File: src/rtl/mdu_pkg.sv
// Shared definitions for the multiply/divide sequencer: ALU opcodes, the op
// encoding and the sequencer state enum.
package mdu_pkg;

    localparam logic [3:0] ALU_AND = 4'b0000;
    localparam logic [3:0] ALU_OR  = 4'b0001;
    localparam logic [3:0] ALU_ADD = 4'b0010;
    localparam logic [3:0] ALU_XOR = 4'b0011;
    localparam logic [3:0] ALU_SUB = 4'b0110;

    localparam logic [1:0] OP_MULTU = 2'b00;
    localparam logic [1:0] OP_DIVU  = 2'b01;
    localparam logic [1:0] OP_MULT  = 2'b10;
    localparam logic [1:0] OP_DIV   = 2'b11;

    typedef enum logic [2:0] {
        S_IDLE,
        S_PRE_A,
        S_PRE_B,
        S_ITER,
        S_POST_LO,
        S_POST_HI,
        S_POST_INC,
        S_DONE
    } state_e;

endpackage

File: src/rtl/mdu_sequencer.sv
// Iterative MULT/DIV sequencer driving a shared 32-bit ALU, results in HI/LO.
// Optional signed support (MULT/DIV sign fix-up) is built when MDU_SIGNED_EN
// is defined; otherwise op[1] is ignored and signed ops run unsigned.
//
// state      | meaning
// S_IDLE     | waiting for start
// S_PRE_A    | negate negative dividend/multiplicand
// S_PRE_B    | negate negative divisor/multiplier
// S_ITER     | 32 shift-add / restoring-subtract steps
// S_POST_LO  | negate lo (product low / quotient)
// S_POST_HI  | invert product high / negate remainder
// S_POST_INC | carry into product high when negated lo was zero
// S_DONE     | result valid, one-cycle done pulse
module mdu_sequencer
    import mdu_pkg::*;
#(
    parameter int XLEN = 32
) (
    input  logic            clk,
    input  logic            rst,
    input  logic            start,
    input  logic [1:0]      op,
    input  logic [XLEN-1:0] ea,
    input  logic [XLEN-1:0] eb,
    output logic            busy,
    output logic            done,
    output logic            div0,
    output logic [XLEN-1:0] hi,
    output logic [XLEN-1:0] lo,
    output logic [XLEN-1:0] alu_a,
    output logic [XLEN-1:0] alu_b,
    output logic [3:0]      alu_c,
    input  logic [XLEN-1:0] alu_r
);

    localparam logic [4:0] CNT_LAST = 5'd31;

    state_e          state_q, state_d;
    logic [XLEN-1:0] hi_q, hi_d, lo_q, lo_d, mc_q, mc_d;
    logic [4:0]      cnt_q, cnt_d;
    logic            is_div_q, is_div_d;
    logic            div0_q, div0_d;
    logic            accept;
    logic [XLEN-1:0] shifted;
    logic            carry;

`ifdef MDU_SIGNED_EN
    logic sgn_q, sgn_d, neg_a_q, neg_a_d, neg_b_q, neg_b_d, lo_zero_q, lo_zero_d;
`else
    logic unused_op_sign;
    assign unused_op_sign = op[1];
`endif

    assign accept  = start && (state_q == S_IDLE || state_q == S_DONE);
    assign shifted = {hi_q[XLEN-2:0], lo_q[XLEN-1]};
    assign carry   = (alu_r < hi_q);

    assign hi   = hi_q;
    assign lo   = lo_q;
    assign div0 = div0_q;

    // Next-state, datapath updates and ALU drive.
    always_comb begin
        state_d  = state_q;
        hi_d     = hi_q;
        lo_d     = lo_q;
        mc_d     = mc_q;
        cnt_d    = cnt_q;
        is_div_d = is_div_q;
        div0_d   = div0_q;
        alu_a    = '0;
        alu_b    = '0;
        alu_c    = ALU_ADD;
        busy     = (state_q != S_IDLE) && (state_q != S_DONE);
        done     = (state_q == S_DONE);
`ifdef MDU_SIGNED_EN
        sgn_d     = sgn_q;
        neg_a_d   = neg_a_q;
        neg_b_d   = neg_b_q;
        lo_zero_d = lo_zero_q;
`endif
        case (state_q)
            S_IDLE, S_DONE: begin
                state_d = S_IDLE;
                if (accept) begin
                    is_div_d = op[0];
                    hi_d     = '0;
                    lo_d     = ea;
                    mc_d     = eb;
                    cnt_d    = CNT_LAST;
                    div0_d   = 1'b0;
                    if (op[0] && eb == '0) begin
                        hi_d    = ea;
                        lo_d    = '1;
                        div0_d  = 1'b1;
                        state_d = S_DONE;
                    end else begin
`ifdef MDU_SIGNED_EN
                        sgn_d   = op[1];
                        neg_a_d = op[1] & ea[XLEN-1];
                        neg_b_d = op[1] & eb[XLEN-1];
                        if (op[1] && ea[XLEN-1])      state_d = S_PRE_A;
                        else if (op[1] && eb[XLEN-1]) state_d = S_PRE_B;
                        else                          state_d = S_ITER;
`else
                        state_d = S_ITER;
`endif
                    end
                end
            end
            S_ITER: begin
                if (is_div_q) begin
                    alu_a = shifted;
                    alu_b = mc_q;
                    alu_c = ALU_SUB;
                    if (hi_q[XLEN-1] || shifted >= mc_q) begin
                        hi_d = alu_r;
                        lo_d = {lo_q[XLEN-2:0], 1'b1};
                    end else begin
                        hi_d = shifted;
                        lo_d = {lo_q[XLEN-2:0], 1'b0};
                    end
                end else begin
                    alu_a = hi_q;
                    alu_b = lo_q[0] ? mc_q : '0;
                    alu_c = ALU_ADD;
                    hi_d  = {carry, alu_r[XLEN-1:1]};
                    lo_d  = {alu_r[0], lo_q[XLEN-1:1]};
                end
                cnt_d = cnt_q - 5'd1;
                if (cnt_q == '0) begin
`ifdef MDU_SIGNED_EN
                    if (sgn_q && (neg_a_q ^ neg_b_q)) state_d = S_POST_LO;
                    else if (sgn_q && is_div_q && neg_a_q) state_d = S_POST_HI;
                    else state_d = S_DONE;
`else
                    state_d = S_DONE;
`endif
                end
            end
`ifdef MDU_SIGNED_EN
            S_PRE_A: begin
                alu_b   = lo_q;
                alu_c   = ALU_SUB;
                lo_d    = alu_r;
                state_d = neg_b_q ? S_PRE_B : S_ITER;
            end
            S_PRE_B: begin
                alu_b   = mc_q;
                alu_c   = ALU_SUB;
                mc_d    = alu_r;
                state_d = S_ITER;
            end
            S_POST_LO: begin
                alu_b     = lo_q;
                alu_c     = ALU_SUB;
                lo_d      = alu_r;
                lo_zero_d = (lo_q == '0);
                if (is_div_q) state_d = neg_a_q ? S_POST_HI : S_DONE;
                else          state_d = S_POST_HI;
            end
            S_POST_HI: begin
                if (is_div_q) begin
                    alu_b   = hi_q;
                    alu_c   = ALU_SUB;
                    state_d = S_DONE;
                end else begin
                    alu_a   = hi_q;
                    alu_b   = '1;
                    alu_c   = ALU_XOR;
                    state_d = S_POST_INC;
                end
                hi_d = alu_r;
            end
            S_POST_INC: begin
                if (lo_zero_q) begin
                    alu_a = hi_q;
                    alu_b = {{(XLEN-1){1'b0}}, 1'b1};
                    alu_c = ALU_ADD;
                    hi_d  = alu_r;
                end
                state_d = S_DONE;
            end
`endif
            default: state_d = S_IDLE;
        endcase
    end

    // State and datapath registers.
    always_ff @(posedge clk or posedge rst) begin
        if (rst) begin
            state_q  <= S_IDLE;
            hi_q     <= '0;
            lo_q     <= '0;
            mc_q     <= '0;
            cnt_q    <= '0;
            is_div_q <= 1'b0;
            div0_q   <= 1'b0;
        end else begin
            state_q  <= state_d;
            hi_q     <= hi_d;
            lo_q     <= lo_d;
            mc_q     <= mc_d;
            cnt_q    <= cnt_d;
            is_div_q <= is_div_d;
            div0_q   <= div0_d;
        end
    end

`ifdef MDU_SIGNED_EN
    // Sign bookkeeping for the fix-up states.
    always_ff @(posedge clk or posedge rst) begin
        if (rst) begin
            sgn_q     <= 1'b0;
            neg_a_q   <= 1'b0;
            neg_b_q   <= 1'b0;
            lo_zero_q <= 1'b0;
        end else begin
            sgn_q     <= sgn_d;
            neg_a_q   <= neg_a_d;
            neg_b_q   <= neg_b_d;
            lo_zero_q <= lo_zero_d;
        end
    end
`endif

endmodule
File: config.mk
export PLATFORM = sky130hd
export DESIGN_NAME = mdu_sequencer
export DESIGN_NICKNAME = d
export VERILOG_FILES = /design/src/rtl/mdu_pkg.sv /design/src/rtl/mdu_sequencer.sv
export SDC_FILE = /design/constraint.sdc
export NUM_CORES = 1
export LEC_CHECK = 0
export BUFFER_PORTS_ARGS = -buffer_cell sky130_fd_sc_hd__buf_2
export CORE_ASPECT_RATIO = 0.5
export CORE_UTILIZATION = 53
export DETAILED_ROUTE_END_ITERATION = 10
export HOLD_SLACK_MARGIN = 0.03
export PLACE_DENSITY = 0.89
export RECOVER_POWER = 50
export SLEW_MARGIN = 10
export SYNTH_ARGS = -nofsm -noshare
export SYNTH_HDL_FRONTEND = slang
export SYNTH_SLANG_ARGS = --single-unit
File: constraint.sdc
create_clock -name clk -period 4 [get_ports clk]
set_clock_uncertainty 0.05 [all_clocks]
set_input_delay 0.4 -clock clk [delete_from_list [all_inputs] [get_ports clk]]
set_output_delay 0.4 -clock clk [all_outputs]
set_load 0.01 [all_outputs]
==> results of run 1 <==
-- through the flow --
stage / worst slack, ps / utilization, %
floorplan: 789 / -
global placement: 873 / 64.8
detailed placement: 842 / 64.8
finish: 715 / 66.2
global route: 536 / 66.2
CTS: 797 / 66.9
-- layout by cell type, fill, tap and decap left out, drive strengths merged, types with 2 or more instances in the layout --
cell / n
a21oi: 50
xnor2: 2
buf: 178
conb: 3
mux2: 33
a22o: 31
mux2i: 95
nand2: 67
nor3: 35
a21boi: 2
dfrtp: 105
a31oi: 4
and4: 2
nand4: 8
nand3: 4
nor4: 8
nor2: 66
o21a: 2
clkinv: 2
and3: 2
clkbuf: 78
o311ai: 16
o21ai: 51
a221oi: 2
nor2b: 2
ha: 68
and2: 2
a211oi: 23
inv: 75
a211o: 17
a21o: 5
-- worst register-to-register path: stages, from the launching register on --
cell	delay [ps]
dfrtp_1	460
ha_1	350
nor2b_1	140
o211a_1	210
o311ai_0	440
a31oi_1	280
a211oi_4	260
buf_4	520
a21oi_1	200
a211o_1	270
-- area by class of cell --
class	instances	area, um2
diodes	1	2.50
well taps	192	240
inverters	72	270
multi-input cells	615	4570
clock inverters	5	36.3
flip-flops and latches	105	2630
fillers	1158	4680
clock buffers	11	253
repair buffers	245	1170
-- worst paths after layout --
check	start	end	slack, ps
max	hi[0]	lo[0]	720
min	ea[3]	hi[3]	240
min in group asynchronous	rst	lo[8]	960
max reg2reg	hi[0]	lo[0]	720
min reg2reg	div0	div0	450
max in group asynchronous	rst	mc_q[12]	1110
-- report_power, final --
| part | switching [mW] | internal (mW) | leakage (nW) |
|---|---|---|---|
| Clock | 0.423 | 0.462 | 0.147 |
| Sequential | 0.568 | 1.50 | 1.30 |
| Combinational | 2.19 | 1.61 | 3.22 |
-- metal layers --
layer  GRT usage (%)  part of all wire (%)  vias to the layer above
met5               0                 0.092                        -
met4            11.2                   2.6                        4
met3            6.63                   7.9                       69
met2            52.3                    48                      364
met1            41.4                    41                     3596
li1                -                     -                     3464
-- flip-flops by register name, indices dropped and copies added, names as in the netlist --
signal / cells
is_div_q: 1
state_q: 2
div0: 1
lo: 32
mc_q: 32
hi: 32
cnt_q: 5
-- kinds of logic after synthesis --
logic type                 after synthesis  synth area share, %
AOI/OAI and AO/OA                      211                 18.6
xor gates and xnor gates                 3                0.341
other                                    2               0.0976
buffers and inverters                  131                 6.89
and+or+nand+nor                        202                 11.7
muxes                                  128                 17.2
DFF                                    105                 34.1
adders and majority gates               68                 11.1
==> impl_metrics.py, run 1 <==
metrics = {
    "run_status": {
        "status": "complete, but fails checks",
        "violations": "max-capacitance violations, max-slew violations",
    },
    "clock_tree": {
        "clk_path_buf_depth": 2,
        "worstSkewPairLatency_ps": 360,
        "postCtsHoldBufs": 0,
        "clk_pin_slew_ps": 80,
        "post_cts_buffers": 0,
        "cts_tree": "built",
        "h-tree-depth": 3,
        "numCtsBuffers": 9,
        "cts_resized": 0,
        "cts.sinks": 105,
        "root_buffer": "clkbuf_16",
    },
    "sta": {
        "rsz0062_at_grt": "no",
        "setup_viol": 0,
        "slew_headroom_pct": -83.8,
        "drv_slew": 72,
        "fin_setup_tns_ps": 0,
        "worst_slew_pin_slew_ps": 2750,
        "fin_hold_ws_ps": 235,
        "fmax_mhz": 304,
        "final_hold_viol_count": 0,
        "period_minus_slack_ps": 3280,
        "post-route-period-util_pct": 82.1,
    },
    "synthesis": {
        "async_flop_share_pct": 100,
        "synth_flop_cell": "dfrtp_1",
        "yosysSeqAreaShare_pct": 34.1,
        "yosys.area.top_type": "dfrtp_1",
        "synth_cells": 850,
        "synth_seq_cells": 105,
        "synth_top_cell_area_share_pct": 34.1,
        "yosysUniqueCellTypes": 52,
        "yosysWarnings": 0,
        "yosysMostFrequentCell": "dfrtp_1",
        "netlist_top_cells_area": "dfrtp_1 34%, mux2i_1 12%, ha_1 11%",
        "syn_area_um2": 7700,
        "synth_commonest_cells": "105 x dfrtp_1, 95 x mux2i_1, 72 x inv_1",
        "synth_area_per_cell_um2": 9.05,
        "synth-edff-count": 0,
    },
    "grt": {
        "grt_pass1_vias": 7013,
        "grt_start_max_net_pins": 75,
        "grt.overflow.total": 0,
        "grt_antenna_before_repair": 4,
        "grt_pass1_wl_um": 36600,
        "grtUsageTotal_pct": 31.7,
    },
    "place": {
        "hpwlAfterDp_um": 17400,
        "dpl_cell_area_um2": 8970,
        "place_inst": 1229,
        "place.gp.congestion": 0.887,
        "port_buffers": 231,
    },
    "power": {
        "totalPowerFinal_mw": 6.75,
        "power_density_nw_per_um2": 736,
        "vdd_drop_max_v": 0.000517,
        "leakage_nw": 4.67,
    },
    "setup_path": {
        "r2r.worst_path.cells": 9,
        "slowest_stage": "buf_4",
        "path_buf_inv": 1,
        "start_kind": "register",
        "path_cells": "ha_1, nor2b_1, o211a_1, o311ai_0, a31oi_1, a211oi_4, buf_4, a21oi_1, a211o_1",
        "crit_cells": 9,
        "required_ps": 4190,
        "end_kind": "register",
        "crit_family": "compound AO/OA/AOI/OAI gates",
        "arrival_ps": 3480,
        "max_stage_delay_ps": 520,
        "critPathKind": "reg2reg",
        "cp_max_fo": 33,
    },
    "floorplanning": {
        "coreArea_um2": 13900,
        "fp.dieH_um": 87.2,
        "ios": 236,
        "fp.dieW_um": 172,
        "initial_core_util_pct": 55.6,
        "die_area_um2": 15000,
        "row_count": 30,
    },
    "route": {
        "drc_errors": 0,
        "routed_wirelength_um": 23900,
        "vias": 7497,
        "dr.pass1.iters": 5,
        "vias_per_cell": 6.02,
        "drtIter0Drc": 585,
        "antenna_left": 0,
        "avgRoutedWirePerCell_um": 19.1,
    },
    "cells_and_area": {
        "drive_above_1_share_pct": 22.5,
        "fin_nets": 1217,
        "area_growth_pct": 19.2,
        "fin_cells": 1246,
        "post-route-cell-area_um2": 9170,
    },
    "run": {
        "drv_cap": 1,
    },
    "min_path": {
        "hold_depth": 3,
        "hold_class": "in2reg",
    },
}
No activity file was read; power rests on OpenSTA's default activity.
==> run 2, diff against run 1 <==
==> constraint.sdc (replaced) <==
create_clock -name clk -period 3.05 [get_ports clk]
set_clock_uncertainty 0.05 [all_clocks]
set_input_delay 0.305 -clock clk [delete_from_list [all_inputs] [get_ports clk]]
set_output_delay 0.305 -clock clk [all_outputs]
set_load 0.01 [all_outputs]
==> impl_metrics.py, run 2 (synthesis results as in run 1) <==
metrics = {
    "clock_tree": {
        "numCtsBuffers": 9,
        "h-tree-depth": 3,
        "worstSkewPairLatency_ps": 360,
        "root_buffer": "clkbuf_16",
        "clk_pin_slew_ps": 70,
        "cts.sinks": 105,
        "clk_path_buf_depth": 2,
        "cts_tree": "built",
    },
    "floorplanning": {
        "fp.dieW_um": 172,
        "row_count": 30,
        "die_area_um2": 15000,
        "initial_core_util_pct": 55.6,
        "fp.dieH_um": 87.2,
        "coreArea_um2": 13900,
        "ios": 236,
    },
    "grt": {
        "grt_pass1_vias": 7413,
        "grt_antenna_before_repair": 3,
        "grt_start_max_net_pins": 72,
        "grtUsageTotal_pct": 33.0,
        "grt_pass1_wl_um": 38100,
        "grt.overflow.total": 0,
    },
    "run_status": {
        "violations": "max-capacitance violations, max-slew violations",
        "status": "complete, but fails checks",
    },
    "setup_path": {
        "end_kind": "register",
        "start_kind": "register",
        "setup.worst_path.start": "mc_q[1]",
        "critPathKind": "reg2reg",
        "r2r_start": "mc_q[1]",
        "cp_max_fo": 17,
        "arrival_ps": 3130,
        "required_ps": 3240,
    },
    "sta": {
        "period_minus_slack_ps": 2940,
        "worst_slew_pin_slew_ps": 1530,
        "final_hold_viol_count": 0,
        "fin_setup_tns_ps": 0,
        "post-route-period-util_pct": 96.5,
        "slew_headroom_pct": -2.45,
        "fmax_mhz": 340,
        "rsz0062_at_grt": "no",
        "drv_slew": 33,
        "setup_viol": 0,
    },
    "cells_and_area": {
        "fin_nets": 1238,
        "final_common_cell": "buf_2",
        "area_growth_pct": 21.7,
        "post-route-cell-area_um2": 9370,
        "drive_above_1_share_pct": 24.0,
        "nFillCells": 1137,
        "fin_cells": 1267,
        "final_cell_mix": "179 x buf_2, 104 x dfrtp_1, 95 x mux2i_1",
    },
    "power": {
        "leakage_nw": 4.79,
        "clkPwrFrac_pct": 13.8,
        "swShare_pct": 46.5,
        "seq_power_share_pct": 28.4,
        "power_density_nw_per_um2": 977,
        "vdd_drop_max_v": 0.000489,
        "switching_power_mw": 4.26,
        "power.internal_mw": 4.89,
        "comb_power_share_pct": 57.9,
    },
    "place": {
        "hpwlAfterDp_um": 18100,
        "port_buffers": 231,
        "dpl_cell_area_um2": 9160,
        "place_inst": 1249,
        "place.gp.congestion": 0.900,
    },
    "route": {
        "antenna_left": 0,
        "routed_wirelength_um": 25000,
        "avgRoutedWirePerCell_um": 19.7,
        "drtIter0Drc": 763,
        "vias": 7749,
        "vias_per_cell": 6.12,
        "drc_errors": 0,
        "dr.pass1.iters": 5,
    },
    "min_path": {
        "min_from": "ea[3]",
        "hold_class": "in2reg",
    },
    "run": {
        "drv_cap": 1,
    },
}
[run 2: changes by cell type in the layout (fill, tap and decap cells not counted), moves of 2 or more]
cell / delta
buf_12: +2
buf_2: +14
buf_4: +3
clkinv_2: -2
inv_6: -2
[run 2: layout make-up]
class | count | area, um2 | share of cell area, %
Multi-Input combinational cell | 615 | 4570 | 48.8
Sequential cell | 105 | 2630 | 28.1
Timing Repair Buffer | 266 | 1340 | 14.3
Inverter | 72 | 272 | 2.90
Clock buffer | 13 | 270 | 2.89
Tap cell | 192 | 240 | 2.57
Clock inverter | 3 | 46.3 | 0.494
Antenna cell | 1 | 2.50 | 0.0267
[run 2: power by group through the flow]
stage,combinational (mW),sequential [mW],clock [mW]
floorplan,3.64,2.52,0
global placement,5.00,2.55,0
detailed placement,5.21,2.60,0
CTS,5.28,2.58,1.26
global route,5.79,2.67,1.31
finish,5.30,2.60,1.26
[run 2: path summary, 6_finish.rpt]
check / endpoint / slack (ps) / depth (start not counted)
setup reg to reg: lo[0] / 110 / 10
setup / recovery: lo[0] / 110 / 10
max in group asynchronous: mc_q[4] / 660 / 4
min in group asynchronous: lo[6] / 240 / 2
hold / removal: hi[3] / 150 / 3
hold reg to reg: mc_q[6] / 460 / 1
[run 2: critical path, cell delays in order, from the launching register on]
cell and delay [ps]:
dfrtp_1 370, inv_1 70, ha_1 290, nor2b_1 140, o211a_1 190, o311ai_0 440
a31oi_1 300, a211oi_4 350, buf_12 230, a21oi_1 100, a211o_1 270
[run 2: per-layer routing]
layer  share of wire [%]  up-vias  track usage, %  routed length [um]
li1                    -     3494               -                   -
met1                  40     3734            41.8               10100
met2                  48      423            55.6               11900
met3                 8.7       96            6.63                2170
met4                 3.4        2            13.1                 847
met5               0.064        -               0                  16
[run 2: stage by stage]
step	total power, mW	setup WS (ps)	util (%)	hold slack [ps]
CTS	9.12	133	68.4	65.8
global route	9.76	50.6	67.6	154
global placement	7.55	238	66.1	425
finish	9.15	105	67.6	147
detailed placement	7.81	176	66.1	431
floorplan	6.15	396	-	381
[run 2: what timing repair did]
action / in CTS / in global routing
buffers inserted: 0 / 0
gates resized for setup: 0 / 0
hold buffers: 0 / 0
endpoints found under the setup margin: 0 / 2
==> run 3, diff against run 2 <==
--- a/config.mk
+++ b/config.mk
@@ -5,12 +5,15 @@
 export SDC_FILE = /design/constraint.sdc
 export NUM_CORES = 1
 export LEC_CHECK = 0
+export ABC_AREA = 1
 export BUFFER_PORTS_ARGS = -buffer_cell sky130_fd_sc_hd__buf_2
+export CELL_PAD_IN_SITES_DETAIL_PLACEMENT = 0
+export CELL_PAD_IN_SITES_GLOBAL_PLACEMENT = 1
 export CORE_ASPECT_RATIO = 0.5
-export CORE_UTILIZATION = 53
+export CORE_UTILIZATION = 37
 export DETAILED_ROUTE_END_ITERATION = 10
 export HOLD_SLACK_MARGIN = 0.03
-export PLACE_DENSITY = 0.89
+export PLACE_DENSITY_LB_ADDON = 0.15
 export RECOVER_POWER = 50
 export SLEW_MARGIN = 10
 export SYNTH_ARGS = -nofsm -noshare
==> impl_metrics.py, run 3 <==
metrics = {
    "sta": {
        "period_minus_slack_ps": 2710,
        "fmax_mhz": 369,
        "finalWorstSetupSlack_ps": 338,
        "post-route-period-util_pct": 88.9,
        "slew_headroom_pct": -6.33,
        "drv_slew": 106,
        "final_hold_viol_count": 0,
        "rsz0062_at_grt": "no",
        "fin_setup_tns_ps": 0,
        "worst_slew_pin_slew_ps": 1590,
        "setup_viol": 0,
    },
    "power": {
        "leakage_nw": 5.20,
        "vdd_drop_max_v": 0.000437,
        "totalPowerFinal_mw": 10.9,
        "power_density_nw_per_um2": 1110,
    },
    "route": {
        "routed_wirelength_um": 28400,
        "avgRoutedWirePerCell_um": 16.4,
        "vias_per_cell": 5.05,
        "drc_errors": 0,
        "antenna_left": 0,
        "dr.pass1.iters": 5,
        "vias": 8744,
        "drtIter0Drc": 706,
    },
    "clock_tree": {
        "numCtsBuffers": 9,
        "root_buffer": "clkbuf_16",
        "cts_tree": "built",
        "h-tree-depth": 3,
        "post_cts_buffers": 0,
        "postCtsHoldBufs": 0,
        "cts.sinks": 105,
        "worstSkewPairLatency_ps": 360,
        "clk_pin_slew_ps": 80,
        "cts_resized": 0,
        "clk_path_buf_depth": 2,
    },
    "setup_path": {
        "timing.reg2reg.setup_slack_ps": 340,
        "r2r.worst_path.cells": 19,
        "start_kind": "register",
        "arrival_ps": 2900,
        "rr_endpoint": "hi[5]",
        "critPathKind": "reg2reg",
        "cp_max_fo": 23,
        "required_ps": 3240,
        "r2r_start": "lo[31]",
        "end_kind": "register",
    },
    "synthesis": {
        "yosys.area.top_type": "dfrtp_1",
        "synth_commonest_cells": "318 x nand2_1, 166 x nor2_1, 147 x inv_1",
        "synth_cells": 1235,
        "synth_top_cell_area_share_pct": 32.2,
        "yosysSeqAreaShare_pct": 32.2,
        "synth_area_per_cell_um2": 6.60,
        "synth-edff-count": 0,
        "yosysMostFrequentCell": "nand2_1",
        "netlist_top_cells_area": "dfrtp_1 32%, nand2_1 15%, ha_1 10%",
        "async_flop_share_pct": 100,
        "synth_seq_cells": 105,
        "synth_flop_cell": "dfrtp_1",
        "yosysWarnings": 0,
        "yosysUniqueCellTypes": 40,
        "syn_area_um2": 8150,
    },
    "grt": {
        "grt_pass1_vias": 7934,
        "grt_pass1_wl_um": 44000,
        "grt_start_max_net_pins": 106,
        "grt_antenna_before_repair": 2,
        "grt_use_met1_pct": 36.6,
        "grt-busiest-layer": "met2",
        "grt_util_met2_pct": 38.7,
        "grtUsageMet3_pct": 3.93,
        "grtUsageTotal_pct": 25.0,
        "grt.overflow.total": 0,
    },
    "place": {
        "hpwlAfterDp_um": 21400,
        "place.gp.congestion": 0.884,
        "dpl_cell_area_um2": 9590,
        "post-place-ws_ps": 389,
        "port_buffers": 231,
    },
    "min_path": {
        "hold_class": "in2reg",
        "hold_depth": 3,
        "holdPathEnd": "mc_q[1]",
        "min_from": "eb[1]",
    },
    "floorplanning": {
        "die_area_um2": 22700,
        "ios": 236,
        "coreArea_um2": 21100,
        "fp.dieW_um": 212,
        "initial_core_util_pct": 38.7,
        "fp.dieH_um": 107,
        "row_count": 37,
    },
    "cells_and_area": {
        "nFillCells": 2286,
        "final_cell_mix": "317 x nand2_1, 172 x buf_2, 166 x nor2_1",
        "drive_above_1_share_pct": 17.5,
        "fin_nets": 1602,
        "utilization_pct": 46.6,
        "area_growth_pct": 20.5,
        "final_common_cell": "nand2_1",
        "post-route-cell-area_um2": 9820,
    },
    "run_status": {
        "status": "complete, but fails checks",
        "violations": "max-capacitance violations, max-slew violations",
    },
    "run": {
        "drv_cap": 1,
    },
}
run 3: changes by cell type in the layout (fill, tap and decap cells not counted), moves of 11 or more:
cell / before / now
a211o_1: 17 / 1
o311ai_0: 16 / 0
nand2_2: 0 / 14
nor2_1: 64 / 166
mux2_2: 33 / 0
o21ai_0: 18 / 85
a22o_1: 31 / 0
nand2_1: 67 / 317
mux2i_1: 95 / 0
a211oi_1: 22 / 2
nor3_1: 34 / 21
a21oi_1: 50 / 124
inv_1: 70 / 145
nand3_1: 4 / 15
run 3: worst max-delay path by stage:
stage | startpoint | end | slack [ps] | cells after the start
after floorplan | hi[20] | hi[1] | 980 | 14
after global placement | eb[1] | hi[6] | 400 | 12
after detailed placement | lo[31] | hi[14] | 390 | 19
after CTS | lo[31] | hi[1] | 350 | 19
after global routing | lo[31] | hi[6] | 0.9 | 19
final | lo[31] | hi[5] | 340 | 19
run 3: power by group:
| part | switching [mW] | internal (mW) | total, mW | leakage, nW |
|---|---|---|---|---|
| clock | 0.577 | 0.771 | 1.35 | 0.162 |
| sequential | 0.699 | 2.04 | 2.74 | 1.25 |
| combinational | 4.48 | 2.32 | 6.80 | 3.79 |
| total | 5.76 | 5.13 | 10.9 | 5.20 |
run 3: cell families (layout without fill, tap and decap cells):
kind of cell | count (synthesis) | after routing | synth area share (%)
DFF | 105 | 105 | 32.2
adders and majority gates | 68 | 68 | 10.4
other | 2 | 5 | 0.0921
and+or+nand+nor | 555 | 555 | 27.5
AOI/OAI and AO/OA | 283 | 283 | 18.7
buffers and inverters | 222 | 424 | 11.1
run 3: critical path, stage by stage, from the launching register on:
cell	delay (ps)
dfrtp_1	400
inv_1	210
ha_1	270
nand2_1	60
nor2_1	40
nor2_1	80
nand2_1	50
nand2_1	50
nand2_1	70
nand2_1	60
nand2_1	100
nand2_1	190
nand3_2	160
nand2_1	120
buf_4	300
nand2_1	100
o21ai_1	90
nand2_1	70
nand2_1	50
o21ai_1	50
run 3: layer usage:
metal / share of wire [%] / vias to the layer above
met4: 1.1 / 0
met5: 0 / -
met2: 45 / 249
li1: - / 4356
met3: 5.0 / 24
met1: 49 / 4115
run 3: final cells by class:
| cell class | count | area [um2] | area share [%] |
|---|---|---|---|
| flip-flops and latches | 105 | 2630 | 26.8 |
| repair buffers | 255 | 1260 | 12.9 |
| clock inverters | 5 | 85.1 | 0.866 |
| well taps | 292 | 365 | 3.72 |
| clock buffers | 11 | 253 | 2.57 |
| inverters | 153 | 578 | 5.89 |
| multi-input cells | 909 | 4640 | 47.3 |
| diodes | 2 | 5.00 | 0.0510 |
run 3: through the flow:
stage | hold WS (ps) | std cells
5_1_grt | 154 | 1731
6_report | 155 | 1732
4_1_cts | 101 | 1730
3_5_place_dp | 419 | 1714
2_1_floorplan | 403 | 1236
3_3_place_gp | 413 | 1714
